--- config.mk ---
export PLATFORM = sky130hd
export DESIGN_NAME = axilite_master
export DESIGN_NICKNAME = d
export VERILOG_FILES = /design/src/rtl/axilite_pkg.sv /design/src/rtl/axilite_master.sv
export SDC_FILE = /design/constraint.sdc
export NUM_CORES = 1
export LEC_CHECK = 0
export ABC_AREA = 0
export CAP_MARGIN = 20
export CORE_ASPECT_RATIO = 1.5
export CORE_MARGIN = 10
export CORE_UTILIZATION = 30
export CTS_CLUSTER_DIAMETER = 60
export DETAILED_ROUTE_END_ITERATION = 10
export DONT_BUFFER_PORTS = 1
export GPL_ROUTABILITY_DRIVEN = 0
export SYNTH_ARGS = -nofsm -noshare
export SYNTH_HDL_FRONTEND = slang
export SYNTH_SLANG_ARGS = --single-unit
--- constraint.sdc ---
create_clock -name aclk -period 5.8 [get_ports aclk]
set_input_delay 1.74 -clock aclk [delete_from_list [all_inputs] [get_ports aclk]]
set_output_delay 1.74 -clock aclk [all_outputs]
set_load 0.1 [all_outputs]
--- src/rtl/axilite_pkg.sv ---
// axilite_pkg: shared AXI4-Lite response codes, master FSM states and strobe width
package axilite_pkg;
    typedef enum logic [1:0] {
        OKAY   = 2'b00,
        EXOKAY = 2'b01,
        SLVERR = 2'b10,
        DECERR = 2'b11
    } resp_t;

    typedef enum logic [2:0] {
        IDLE,
        WRITE,
        WRESP,
        READ,
        RDATA,
        RSP
    } state_t;

    localparam int STRB_W = 4;
endpackage

--- src/rtl/axilite_master.sv ---
// axilite_master: single-outstanding AXI4-Lite initiator driven by a cmd/rsp handshake interface
// Ports: aclk/areset (async active-high); cmd_* request in (cmd_ready decodes IDLE);
// rsp_* registered response out; aw/w/b and ar/r AXI4-Lite master channels;
// err_count (non-OKAY response counter, saturating) only when AXILITE_MASTER_ERRCNT_EN is defined.
module axilite_master
    import axilite_pkg::*;
#(
    parameter int ADDR_W = 32,
    parameter int DATA_W = 32
) (
    input  logic              aclk,
    input  logic              areset,
    input  logic              cmd_valid,
    output logic              cmd_ready,
    input  logic              cmd_we,
    input  logic [ADDR_W-1:0] cmd_addr,
    input  logic [DATA_W-1:0] cmd_wdata,
    input  logic [STRB_W-1:0] cmd_wstrb,
    output logic              rsp_valid,
    input  logic              rsp_ready,
    output logic              rsp_we,
    output logic [DATA_W-1:0] rsp_rdata,
    output logic [1:0]        rsp_resp,
    output logic [ADDR_W-1:0] awaddr,
    output logic              awvalid,
    input  logic              awready,
    output logic [DATA_W-1:0] wdata,
    output logic [STRB_W-1:0] wstrb,
    output logic              wvalid,
    input  logic              wready,
    input  logic [1:0]        bresp,
    input  logic              bvalid,
    output logic              bready,
    output logic [ADDR_W-1:0] araddr,
    output logic              arvalid,
    input  logic              arready,
    input  logic [DATA_W-1:0] rdata,
    input  logic [1:0]        rresp,
    input  logic              rvalid,
    output logic              rready
`ifdef AXILITE_MASTER_ERRCNT_EN
    ,
    output logic [15:0]       err_count
`endif
);
    state_t            state, state_n;
    logic [ADDR_W-1:0] addr_q, addr_n;
    logic [DATA_W-1:0] wdata_n, rdata_n;
    logic [STRB_W-1:0] wstrb_n;
    logic [1:0]        resp_n;
    logic              we_n, awvalid_n, wvalid_n, bready_n, arvalid_n, rready_n, rsp_valid_n;

    assign cmd_ready = (state == IDLE);
    // one address register feeds both address channels; only one is ever valid
    assign awaddr = addr_q;
    assign araddr = addr_q;

    // every output is the registered copy of its *_n value, so valids never
    // follow readys combinationally
    always_comb begin
        state_n     = state;
        addr_n      = addr_q;
        wdata_n     = wdata;
        wstrb_n     = wstrb;
        we_n        = rsp_we;
        awvalid_n   = awvalid;
        wvalid_n    = wvalid;
        bready_n    = bready;
        arvalid_n   = arvalid;
        rready_n    = rready;
        rsp_valid_n = rsp_valid;
        rdata_n     = rsp_rdata;
        resp_n      = rsp_resp;
        case (state)
            IDLE: if (cmd_valid) begin
                addr_n    = cmd_addr;
                wdata_n   = cmd_wdata;
                wstrb_n   = cmd_wstrb;
                we_n      = cmd_we;
                awvalid_n = cmd_we;
                wvalid_n  = cmd_we;
                arvalid_n = !cmd_we;
                state_n   = cmd_we ? WRITE : READ;
            end
            WRITE: begin
                // AW and W retire independently; B is awaited once both are gone
                awvalid_n = awvalid && !awready;
                wvalid_n  = wvalid && !wready;
                if (!awvalid_n && !wvalid_n) begin
                    bready_n = 1'b1;
                    state_n  = WRESP;
                end
            end
            WRESP: if (bvalid) begin
                bready_n    = 1'b0;
                rdata_n     = '0;
                resp_n      = bresp;
                rsp_valid_n = 1'b1;
                state_n     = RSP;
            end
            READ: if (arready) begin
                arvalid_n = 1'b0;
                rready_n  = 1'b1;
                state_n   = RDATA;
            end
            RDATA: if (rvalid) begin
                rready_n    = 1'b0;
                rdata_n     = rdata;
                resp_n      = rresp;
                rsp_valid_n = 1'b1;
                state_n     = RSP;
            end
            RSP: if (rsp_ready) begin
                rsp_valid_n = 1'b0;
                state_n     = IDLE;
            end
            default: state_n = IDLE;
        endcase
    end

    always_ff @(posedge aclk or posedge areset) begin
        if (areset) begin
            state     <= IDLE;
            addr_q    <= '0;
            wdata     <= '0;
            wstrb     <= '0;
            rsp_we    <= 1'b0;
            awvalid   <= 1'b0;
            wvalid    <= 1'b0;
            bready    <= 1'b0;
            arvalid   <= 1'b0;
            rready    <= 1'b0;
            rsp_valid <= 1'b0;
            rsp_rdata <= '0;
            rsp_resp  <= '0;
        end else begin
            state     <= state_n;
            addr_q    <= addr_n;
            wdata     <= wdata_n;
            wstrb     <= wstrb_n;
            rsp_we    <= we_n;
            awvalid   <= awvalid_n;
            wvalid    <= wvalid_n;
            bready    <= bready_n;
            arvalid   <= arvalid_n;
            rready    <= rready_n;
            rsp_valid <= rsp_valid_n;
            rsp_rdata <= rdata_n;
            rsp_resp  <= resp_n;
        end
    end

`ifdef AXILITE_MASTER_ERRCNT_EN
    logic bad_resp;

    assign bad_resp = (state == WRESP && bvalid && bresp != OKAY) ||
                      (state == RDATA && rvalid && rresp != OKAY);

    always_ff @(posedge aclk or posedge areset) begin
        if (areset)
            err_count <= '0;
        else if (bad_resp && err_count != 16'hFFFF)
            err_count <= err_count + 16'd1;
    end
`endif
endmodule

# Yosys cells after proc, flatten, opt, wreduce, memory -nomap -nowiden
# Cells that the tools add are included.
# totals
reg_bits,112
input_bits,114
elab_cells,77
# op_classes
n_eq_ne,11
mux,30
reduce_logical,23
# ops
op,n
$mux 32,2
$pmux 32 s2,1
$mux 3,6
$pmux 3 s6,1
$ne 2x2->1 const B,6
$reduce_and 3->1,4
$mux 1,10
$pmux 1 s2,5
$reduce_bool 2->1,5
$eq 3x2->1 const B,2
$eq 3x3->1 const B,2
$mux 2,3
$reduce_and 6->1,1
$logic_not 1->1,5
$pmux 2 s2,1
$reduce_and 2->1,2
$reduce_and 4->1,1
$eq 3x1->1 const B,1
$logic_and 1x1->1,3
$logic_not 3->1,1
$pmux 1 s3,1
$reduce_bool 3->1,1

# Logic depth before layout (Yosys ltp)
# logic_depth
ltp_word,6
mapped_depth,7

# Least setup slack after synthesis
# No wires, ideal clock.
# synth_path
kind,reg-to-output
start,reg state[2]
end,out cmd_ready
t_arrival_ns,2.065
setup_slack_ns,1.995
stages_incl_launch_ff,4
path_buffers,1
cell_sequence,dfrtp_1 -> buf_2 -> or2_2 -> nor2_1
# synth_via
elab_chain_cells,1
# synth_rtl
item,line_no,source
start: declaration,axilite_master.sv:46,"state_t state, state_n;"
start signal: assignment,axilite_master.sv:137,state <= state_n;
$logic_not 3->1,axilite_master.sv:53,assign cmd_ready = (state == IDLE);
end: declaration,axilite_master.sv:14,"output logic cmd_ready,"
# Every way passes these cells.

# Final worst setup path
# layout_path
start,reg state[1]
end,out cmd_ready
# The elaborated chain is that of the path after synthesis.

==> results_dict.tcl <==
set metrics [dict create \
    final-seq-area_um2 2840 \
    dieWidth_um 126 \
    start_kind "register" \
    drc 0 \
    setup_viol_count_final 0 \
    fillers 1665 \
    critPathRequiredTime_ns 4.06 \
    ys_ff_latch 112 \
    syn_inst 392 \
    ant_nets 0 \
    synth_top_area_share_pct 55.1 \
    synth-seq-area-share_pct 55.1 \
    via_count 2667 \
    hold_path.startpoint "state[2]" \
    critPathArrivalTime_ns 2.03 \
    ys.flop_type "dfrtp_1" \
    maxCapViolations 0 \
    diodes 0 \
    cts.path.max_buffers 2 \
    dp_hpwl_mm 9.10 \
    initialDrtViolationCount 124 \
    max_freq_ghz 0.265 \
    min_to "rready" \
    r2r_slack_ns 3.32 \
    grt_max_degree 70 \
    rr_startpoint "state[0]" \
    synth_cell_types 34 \
    clk_pin_slew_worst_paths_ns 0.07 \
    worstHoldPathCells 1 \
    syn_nets 506 \
    yosys_warnings 0 \
    antenna_found_initial 0 \
    rows 58 \
    final_common_cell "dfrtp_1" \
    rsz0062_at_grt "no" \
    reg2reg_to "wdata[30]" \
    insertion_delay_ns 0.35 \
    core_area_um2 16700 \
    ys_top_cells_by_area "dfrtp_1 55%, mux2_4 20%, nand2_1 5.2%" \
    grt_pass1_wl_mm 18.3 \
    r2r_cells 4 \
    postCtsSetupRepairBufs 0 \
    synth_top_area_cell "dfrtp_1" \
    synth_edf_count 0 \
    syn_to_final_growth_pct 3.32 \
    drv_slew 0 \
    wl_per_cell_um 20.7 \
    dieArea_um2 22700 \
    layout_min_cycle_time_ns 3.77 \
    globalRouteOverflowTotal 0 \
    critPathKind "register to output pin" \
    worstHoldPathType "register to register" \
    layout_common_cells "80 x dfrtp_1, 71 x nand2_1, 69 x mux2_4" \
    clock_sinks 112 \
    holdBufCountCts 0 \
    post_dp_cell_area_um2 4950 \
    initial_utilization_pct 30.4 \
    clock_skew_ns 0.0110 \
    multi_input_area_um2 1800 \
    end_kind "output pin" \
    drive_gt1_share_pct 36.3 \
    die_h_um 179 \
    wl_mm 11.7 \
    synth.avg_cell_area_um2 13.0 \
    cts_tree "done" \
    fin_area_um2 5250 \
    synthesis.area_um2 5080 \
    nets 467 \
    synthArstFlopShare_pct 100 \
    io_buffers 0 \
    finalSetupTns_ns 0 \
    io_pins 256 \
    cp_max_fo 11 \
    cts_resized 0 \
    tightest_slew_ns 1.06 \
    period_share_pct 65.0 \
    first_pass_iters 4 \
    clk_root_buffer_cell "clkbuf_16" \
    hold_violations 0 \
    cts_buffers 9 \
    via_per_inst 4.70 \
    slew_headroom_pct 29.0 \
    cts.htree.levels 3 \
    status "finished, final reports clean" \
    grt_pass1_vias 2903 \
    grt_use_total_pct 10.2 \
]
[kinds of logic after synthesis]
kind of cell           synth area share, %
buffers and inverters                 9.48
flip-flops                            55.1
AO/OA/AOI/OAI                         5.51
multiplexers                          21.4
AND/OR/NAND/NOR                       8.47
[sequential cells by signal, indices dropped and copies added, names as in the netlist]
signal	count
rready	1
awvalid	1
bready	1
arvalid	1
rsp_resp	2
rsp_we	1
state	3
wdata	32
wvalid	1
rsp_rdata	32
araddr	32
rsp_valid	1
wstrb	4
[final cells by class]
type	count	area share (%)
tap	210	5.00
clock buffer	9	4.29
multi-input combinational	223	34.3
timing repair buffer	4	0.572
clock inverter	7	1.43
inverter	3	0.262
sequential	112	54.1
[routing by layer]
layer	up-vias	GRT usage [%]	routed length [um]
met3	18	4.53	994
met4	0	4.75	297
li1	1201	-	-
met2	139	17.4	6290
met5	-	0	0
met1	1309	10.3	4160
[through the flow]
| stage | hold WS, ns | setup slack (ns) | util (%) | std cells |
|---|---|---|---|---|
| after floorplan | 0.585 | 1.10 | - | 392 |
| after global placement | 0.612 | 2.44 | 29.7 | 552 |
| after detailed placement | 0.660 | 2.41 | 29.7 | 552 |
| after CTS | 0.662 | 2.01 | 31.5 | 568 |
| after global routing | 0.692 | 1.96 | 31.5 | 568 |
| final | 0.683 | 2.03 | 31.5 | 568 |
[cell usage after synthesis (5+ instances only)]
cell type  instances
o21ai_1           21
nand2_1           71
nor2b_1            5
mux2_4            69
buf_2              6
nor2_1             5
buf_12             7
buf_4             32
o21ai_0           21
dfrtp_1          112
[worst max-delay path by stage]
stage,start,to,depth (start not counted)
after floorplan,areset,araddr[0],1
after global placement,state[2],cmd_ready,2
after detailed placement,state[1],cmd_ready,2
after CTS,state[1],cmd_ready,2
after global routing,state[1],cmd_ready,2
final,state[1],cmd_ready,2
[worst max-delay path: stages (launching register included)]
cell and delay [ns]:
dfrtp_1 0.50, or2_2 0.36, nor2_2 0.82
Power is left out: the tool's default activity adds up to more than one toggle a clock period on the data nets, which glitch-free logic cannot reach.
